==> config.mk <==
export PLATFORM = sky130hd
export DESIGN_NAME = input_conditioner
export DESIGN_NICKNAME = d
export VERILOG_FILES = /design/src/rtl/input_conditioner.sv
export SDC_FILE = /design/constraint.sdc
export NUM_CORES = 1
export LEC_CHECK = 0
export ABC_AREA = 1
export CAP_MARGIN = 25
export CORE_ASPECT_RATIO = 1.25
export CORE_MARGIN = 4
export CORE_UTILIZATION = 55
export CTS_CLUSTER_SIZE = 40
export DETAILED_ROUTE_END_ITERATION = 6
export PLACE_DENSITY = 0.75
export SLEW_MARGIN = 15
export SYNTH_ARGS = -nofsm -noshare
export SYNTH_HDL_FRONTEND = slang
export SYNTH_SLANG_ARGS = --single-unit
export TNS_END_PERCENT = 30
==> constraint.sdc <==
create_clock -name clk -period 9.85 [get_ports clk]
set_input_delay 1.97 -clock clk [delete_from_list [all_inputs] [get_ports clk]]
set_output_delay 1.97 -clock clk [all_outputs]
set_load 0.1 [all_outputs]
==> src/rtl/input_conditioner.sv <==
// input_conditioner: per-bit 2-FF synchronizer, tick-sampled debounce, edge pulses and sticky event flags.
// Optional auto-repeat of rise pulses while a bit is held high: define INCON_REPEAT_EN.

module input_conditioner_lane #(
  parameter int STABLE    = 8
`ifdef INCON_REPEAT_EN
  ,
  parameter int REP_DELAY = 500,
  parameter int REP_RATE  = 100
`endif
) (
  input  logic clk,
  input  logic reset,
  input  logic tick_i,
  input  logic s_i,
  input  logic clr_i,
  output logic q_o,
  output logic rise_o,
  output logic fall_o,
  output logic evt_o
);
  logic [7:0] c_q, c_d;
  logic       q_q, q_d;
  logic       rise_q, rise_d;
  logic       fall_q, fall_d;
  logic       evt_q, evt_d;
  logic       accept;
  logic       rep_fire;

  assign accept = tick_i && (s_i != q_q) && (c_q == 8'(STABLE - 1));

`ifdef INCON_REPEAT_EN
  logic [15:0] r_q, r_d, r_inc, r_tgt;
  logic        armed_q, armed_d;

  // First target is REP_DELAY, then REP_RATE between repeats; never fires on the tick that accepts a fall.
  always_comb begin
    r_inc    = r_q + 16'd1;
    r_tgt    = armed_q ? 16'(REP_RATE) : 16'(REP_DELAY);
    r_d      = r_q;
    armed_d  = armed_q;
    rep_fire = 1'b0;
    if (!q_q) begin
      r_d     = '0;
      armed_d = 1'b0;
    end else if (tick_i && !accept) begin
      if (r_inc == r_tgt) begin
        rep_fire = 1'b1;
        r_d      = '0;
        armed_d  = 1'b1;
      end else begin
        r_d = r_inc;
      end
    end
  end

  always_ff @(posedge clk or posedge reset) begin
    if (reset) begin
      r_q     <= '0;
      armed_q <= 1'b0;
    end else begin
      r_q     <= r_d;
      armed_q <= armed_d;
    end
  end
`else
  assign rep_fire = 1'b0;
`endif

  always_comb begin
    c_d    = c_q;
    q_d    = q_q;
    rise_d = rep_fire;
    fall_d = 1'b0;
    if (tick_i) begin
      if (s_i == q_q) begin
        c_d = '0;
      end else if (accept) begin
        c_d    = '0;
        q_d    = s_i;
        rise_d = s_i;
        fall_d = ~s_i;
      end else begin
        c_d = c_q + 8'd1;
      end
    end
  end

  // A set in the same cycle as a clear wins.
  always_comb begin
    evt_d = evt_q;
    if (rise_q)     evt_d = 1'b1;
    else if (clr_i) evt_d = 1'b0;
  end

  always_ff @(posedge clk or posedge reset) begin
    if (reset) begin
      c_q    <= '0;
      q_q    <= 1'b0;
      rise_q <= 1'b0;
      fall_q <= 1'b0;
      evt_q  <= 1'b0;
    end else begin
      c_q    <= c_d;
      q_q    <= q_d;
      rise_q <= rise_d;
      fall_q <= fall_d;
      evt_q  <= evt_d;
    end
  end

  assign q_o    = q_q;
  assign rise_o = rise_q;
  assign fall_o = fall_q;
  assign evt_o  = evt_q;
endmodule

module input_conditioner #(
  parameter int WIDTH     = 12,
  parameter int DIV       = 100000,
  parameter int STABLE    = 8,
  parameter int REP_DELAY = 500,
  parameter int REP_RATE  = 100
) (
  input  logic             clk,
  input  logic             reset,
  input  logic [WIDTH-1:0] din,
  input  logic [WIDTH-1:0] clr,
  output logic [WIDTH-1:0] q,
  output logic [WIDTH-1:0] rise,
  output logic [WIDTH-1:0] fall,
  output logic [WIDTH-1:0] evt,
  output logic             tick
);
  localparam int CW = (DIV > 1) ? $clog2(DIV) : 1;

  logic [CW-1:0]    pre_q, pre_d;
  logic [WIDTH-1:0] s1_q, s2_q;

  // Out-of-range settings elaborate this empty marker block so they show up in the hierarchy.
  if (DIV < 1 || STABLE < 2 || STABLE > 255 || REP_DELAY < 1 || REP_RATE < 1) begin : g_bad_cfg
  end

  assign tick  = (pre_q == CW'(DIV - 1));
  assign pre_d = tick ? '0 : pre_q + CW'(1);

  always_ff @(posedge clk or posedge reset) begin
    if (reset) begin
      pre_q <= '0;
      s1_q  <= '0;
      s2_q  <= '0;
    end else begin
      pre_q <= pre_d;
      s1_q  <= din;
      s2_q  <= s1_q;
    end
  end

  for (genvar i = 0; i < WIDTH; i++) begin : g_lane
    input_conditioner_lane #(
      .STABLE    (STABLE)
`ifdef INCON_REPEAT_EN
      ,
      .REP_DELAY (REP_DELAY),
      .REP_RATE  (REP_RATE)
`endif
    ) u_lane (
      .clk    (clk),
      .reset  (reset),
      .tick_i (tick),
      .s_i    (s2_q[i]),
      .clr_i  (clr[i]),
      .q_o    (q[i]),
      .rise_o (rise[i]),
      .fall_o (fall[i]),
      .evt_o  (evt[i])
    );
  end
endmodule

Word-level counts from Yosys, hierarchy flattened
Cells that the tools add are included. W data, S select, Z words.

Bitwise gates (word level): 24. Mux-type cells: 121. Equal/unequal tests: 37. Reductions and logical operators: 48. Add/subtract/negate cells: 13.

Operators by type and width (count): $mux W8 (24); $add A8 B1 Y8 const B (12); $eq A8 B3 Y1 const B (12); $mux W1 (96); $reduce_and A3 Y1 (12); $logic_and A1 B1 Y1 (24); $not A1 Y1 (24); $reduce_bool A2 Y1 (12); $add A17 B1 Y17 const B (1); $eq A17 B17 Y1 const B (1); $mux W17 (1); $eq A1 B1 Y1 (12); $ne A1 B1 Y1 (12).

Word-level logic and storage cells: 306. Output and inout bits: 49. Bits of input ports: 26. Register bits after elaboration: 185.

Longest topological paths before layout
Depth in word-level cells: 6. Mapped depth: 10. Mapped depth without buffers: 10.

Modules after synthesis
Synthesis repeated with hierarchy kept, for this count alone.

Cells, all modules: 1128. Area, all modules: 9190.1 um^2.

By module, submodules not included: input_conditioner_lane (cells each 80, instances 12, area an instance 634.4 um^2); input_conditioner (cells each 168, instances 1, area an instance 1577.8 um^2).

Least setup slack after synthesis
No wires, ideal clock.

Kind: reg2out. Start point: register pre_q[0]. End point: output port tick. Cell stages (with the launch flop): 6. Data arrival time: 1.784 ns. Setup slack: 6.096 ns. Required time: 7.880 ns. Path buffers: 0. Cell sequence: dfrtp_1 -> ha_1 -> nand3_2 -> nor3_1 -> nand2_1 -> inv_1.

Word-level cells in the longest chain between the ends: 1.

Ends and longest elaborated chain: start, declared (RTL line 137) `logic [CW-1:0] pre_q, pre_d;`; start signal, assigned (RTL line 153) `pre_q <= pre_d;`; $eq A17 B17 Y1 (RTL line 144) `assign tick = (pre_q == CW'(DIV - 1));`; end, declared (RTL line 133) `output logic tick`.

Every way passes these cells.

Final worst setup path
Same ends and word-level chain as after synthesis.

==> qor.yml <==
status: "finished clean"
critical_path_class: "flip-flop to output pin"
syn_inst: 1140
ant_nets: 0
cp.depth: 6
whs_path_depth: 0
viasPerCell: 5.071
critical_path.top_delay_family: "simple AND/OR/NAND/NOR gates"
ys_top_cells_by_area: "dfrtp_1 (50%), nand2_1 (13%), xor2_1 (5.7%)"
worst_setup_path_end_kind: "output pin"
dp_hpwl_mm: 12.18
design.die.area_um2: 19060
cts_tree: "done"
cp-start-kind: "flip-flop"
drc: 0
ys.flop_type: "dfrtp_1"
min_period_ps: 5581
n_antenna_cell: 0
synth_cell_types: 26
drt_first_pass_iters: 5
slowest_delay_ps: 1130
tightest_slew_ps: 1038
detail_route.wl_per_cell_um: 12.86
slowest_stage: "clkdlybuf4s50_1"
fp.coreArea_um2: 16400
synthArstFlopShare: 1.000
r2r_cells: 7
path_clk_slew_ps: 70
io-pin-count: 75
postPlaceCellArea_um2: 9883
syn_area_per_cell_um2: 8.155
maxCapViolations: 0
required_ps: 7880
cts_buffer_depth: 2
gp_congestion: 0.8808
syn-num-nets: 1179
holdCritPathClass: "flip-flop to flip-flop"
die_x_um: 124.3
critical_path.max_fanout: 13
place_ws_ps: 4554
period_share: 0.5666
cts_setup_buffers: 0
fin_nets: 1209
rsz0062_at_grt: "false"
synth_edf_count: 0
cts-root-buf: "clkbuf_16"
finalHoldViolCount: 0
yosysWarnings: 0
synth_area_leader_cell: "dfrtp_1"
p_total_uw: 1435
synthToLayoutAreaGrowth_pct: 12.25
first_global_vias: 6894
drive_gt1_frac: 0.04488
setup_slack_ps: 4269
netlist.area_leader.share: 0.4980
grt_max_degree: 132
cp_cell_sequence: "ha_1 > nand3_2 > nor3_2 > nand2_1 > inv_1 > clkdlybuf4s50_1"
wl_mm: 17.97
clk_latency_ps: 440
maxSlewHeadroom: 0.3041
cts_buffers: 17
power.density_nw_per_um2: 137.5
drtIter0Drc: 409
final_cell_mix: "nand2_1 (331), dfrtp_1 (185), inv_1 (135)"
power_leakage_uw: 0.005313
yosysSeqAreaShare: 0.4980
maxSlewViolCount: 0
antenna_found_initial: 0
die_h_um: 153.4
fmax_ghz: 0.1792
peakVddDrop_mv: 0.1185
via_count: 7084
grt_remaining_overflow: 0
ys_ff_latch: 185
cts.repair.resized: 0
clock-sinks: 185
cts_htree_levels: 4
fin_worst_skew_ps: 11.36
initial_utilization: 0.5670
final_common_cell: "nand2_1"
grt_usage: 0.1966
setup_viol: 0
port_buffers: 74
cp_num_buf_inv: 2
fin_tns_setup_ps: 0
syn_area_um2: 9296
arrival_ps: 3610
grt_pass1_wl_mm: 31.26
rows: 52
hold_buffers: 0
final_cell_area_um2: 10440
## area by class of cell
| cell class | count | area, um^2 |
|---|---|---|
| Multi-Input combinational cell | 748 | 3691 |
| Clock buffer | 19 | 432.9 |
| Fill cell | 1438 | 5961 |
| Timing Repair Buffer | 79 | 782.0 |
| Tap cell | 216 | 270.3 |
| Inverter | 139 | 529.3 |
| Sequential cell | 185 | 4629 |
| Clock inverter | 11 | 100.1 |
## stage by stage
stage / cells / util / hold slack, ps
after floorplan: 1140 / - / 331.2
after global placement: 1365 / 0.6028 / 332.6
after detailed placement: 1365 / 0.6028 / 334.7
after CTS: 1395 / 0.6353 / 350.2
after global routing: 1397 / 0.6364 / 351.4
final: 1397 / 0.6364 / 347.9
## power breakdown
group / switching, uW / internal [uW] / leakage [uW]
Combinational: 21.0 / 10.5 / 0.00254
Clock: 289 / 346 / 0.000260
Sequential: 3.88 / 765 / 0.00252
Total: 314 / 1120 / 0.00531
## cell usage after synthesis, types with 3 or more instances
master and instances:
nor3_1 16, inv_2 3, buf_4 53, a21oi_1 9
dfrtp_1 185, clkbuf_1 7, nand2_1 331, nand3_1 76
xor2_1 60, o21bai_1 12, nor3_2 6, buf_2 8
nor2_1 123, o21ai_0 39, ha_1 13, nand4_1 49
inv_1 136
## flip-flops by register name, summed over array words and instances (netlist names)
signal and count:
g_lane.u_lane.q_o 12, g_lane.u_lane.evt_o 12, s2_q 12, pre_q 17
s1_q 12, g_lane.u_lane.rise_o 12, g_lane.u_lane.fall_o 12, g_lane.u_lane.c_q 96
## worst paths after layout
check | start | endpoint | slack (ps)
max | pre_q[0] | tick | 4270
min | s1_q[7] | s2_q[7] | 350
max reg2reg | pre_q[16] | g_lane[0].u_lane.c_q[0] | 6790
min reg2reg | s1_q[7] | s2_q[7] | 350
max in group asynchronous | reset | g_lane[9].u_lane.c_q[5] | 6510
min in group asynchronous | reset | g_lane[5].u_lane.c_q[0] | 2130
## per-layer routing
layer | global-route usage | vias up | share of wire
li1 | - | 3593 | -
met1 | 0.2397 | 3339 | 0.43
met2 | 0.3441 | 126 | 0.51
met3 | 0.04154 | 26 | 0.037
met4 | 0.07206 | 0 | 0.018
met5 | 0 | - | 0
## worst register-to-register path, cell delays in order (launching register included)
cell and delay, ps:
dfrtp_1 840, nand2_1 210, nor3_4 390, nand3_4 450, buf_4 490, nor3_2 440, nand2_1 110, nand2_1 80
## cells by family (layout without fill, tap and decap cells)
| logic type | after synthesis | count (layout) | share of synthesized area |
|---|---|---|---|
| adders and majority gates | 13 | 13 | 0.01750 |
| AOI/OAI and AO/OA | 60 | 60 | 0.03553 |
| and+or+nand+nor | 613 | 613 | 0.2845 |
| DFF | 185 | 185 | 0.4980 |
| xor gates and xnor gates | 62 | 62 | 0.05841 |
| buffers and inverters | 207 | 248 | 0.1061 |
No activity file was read; power rests on OpenSTA's default activity.
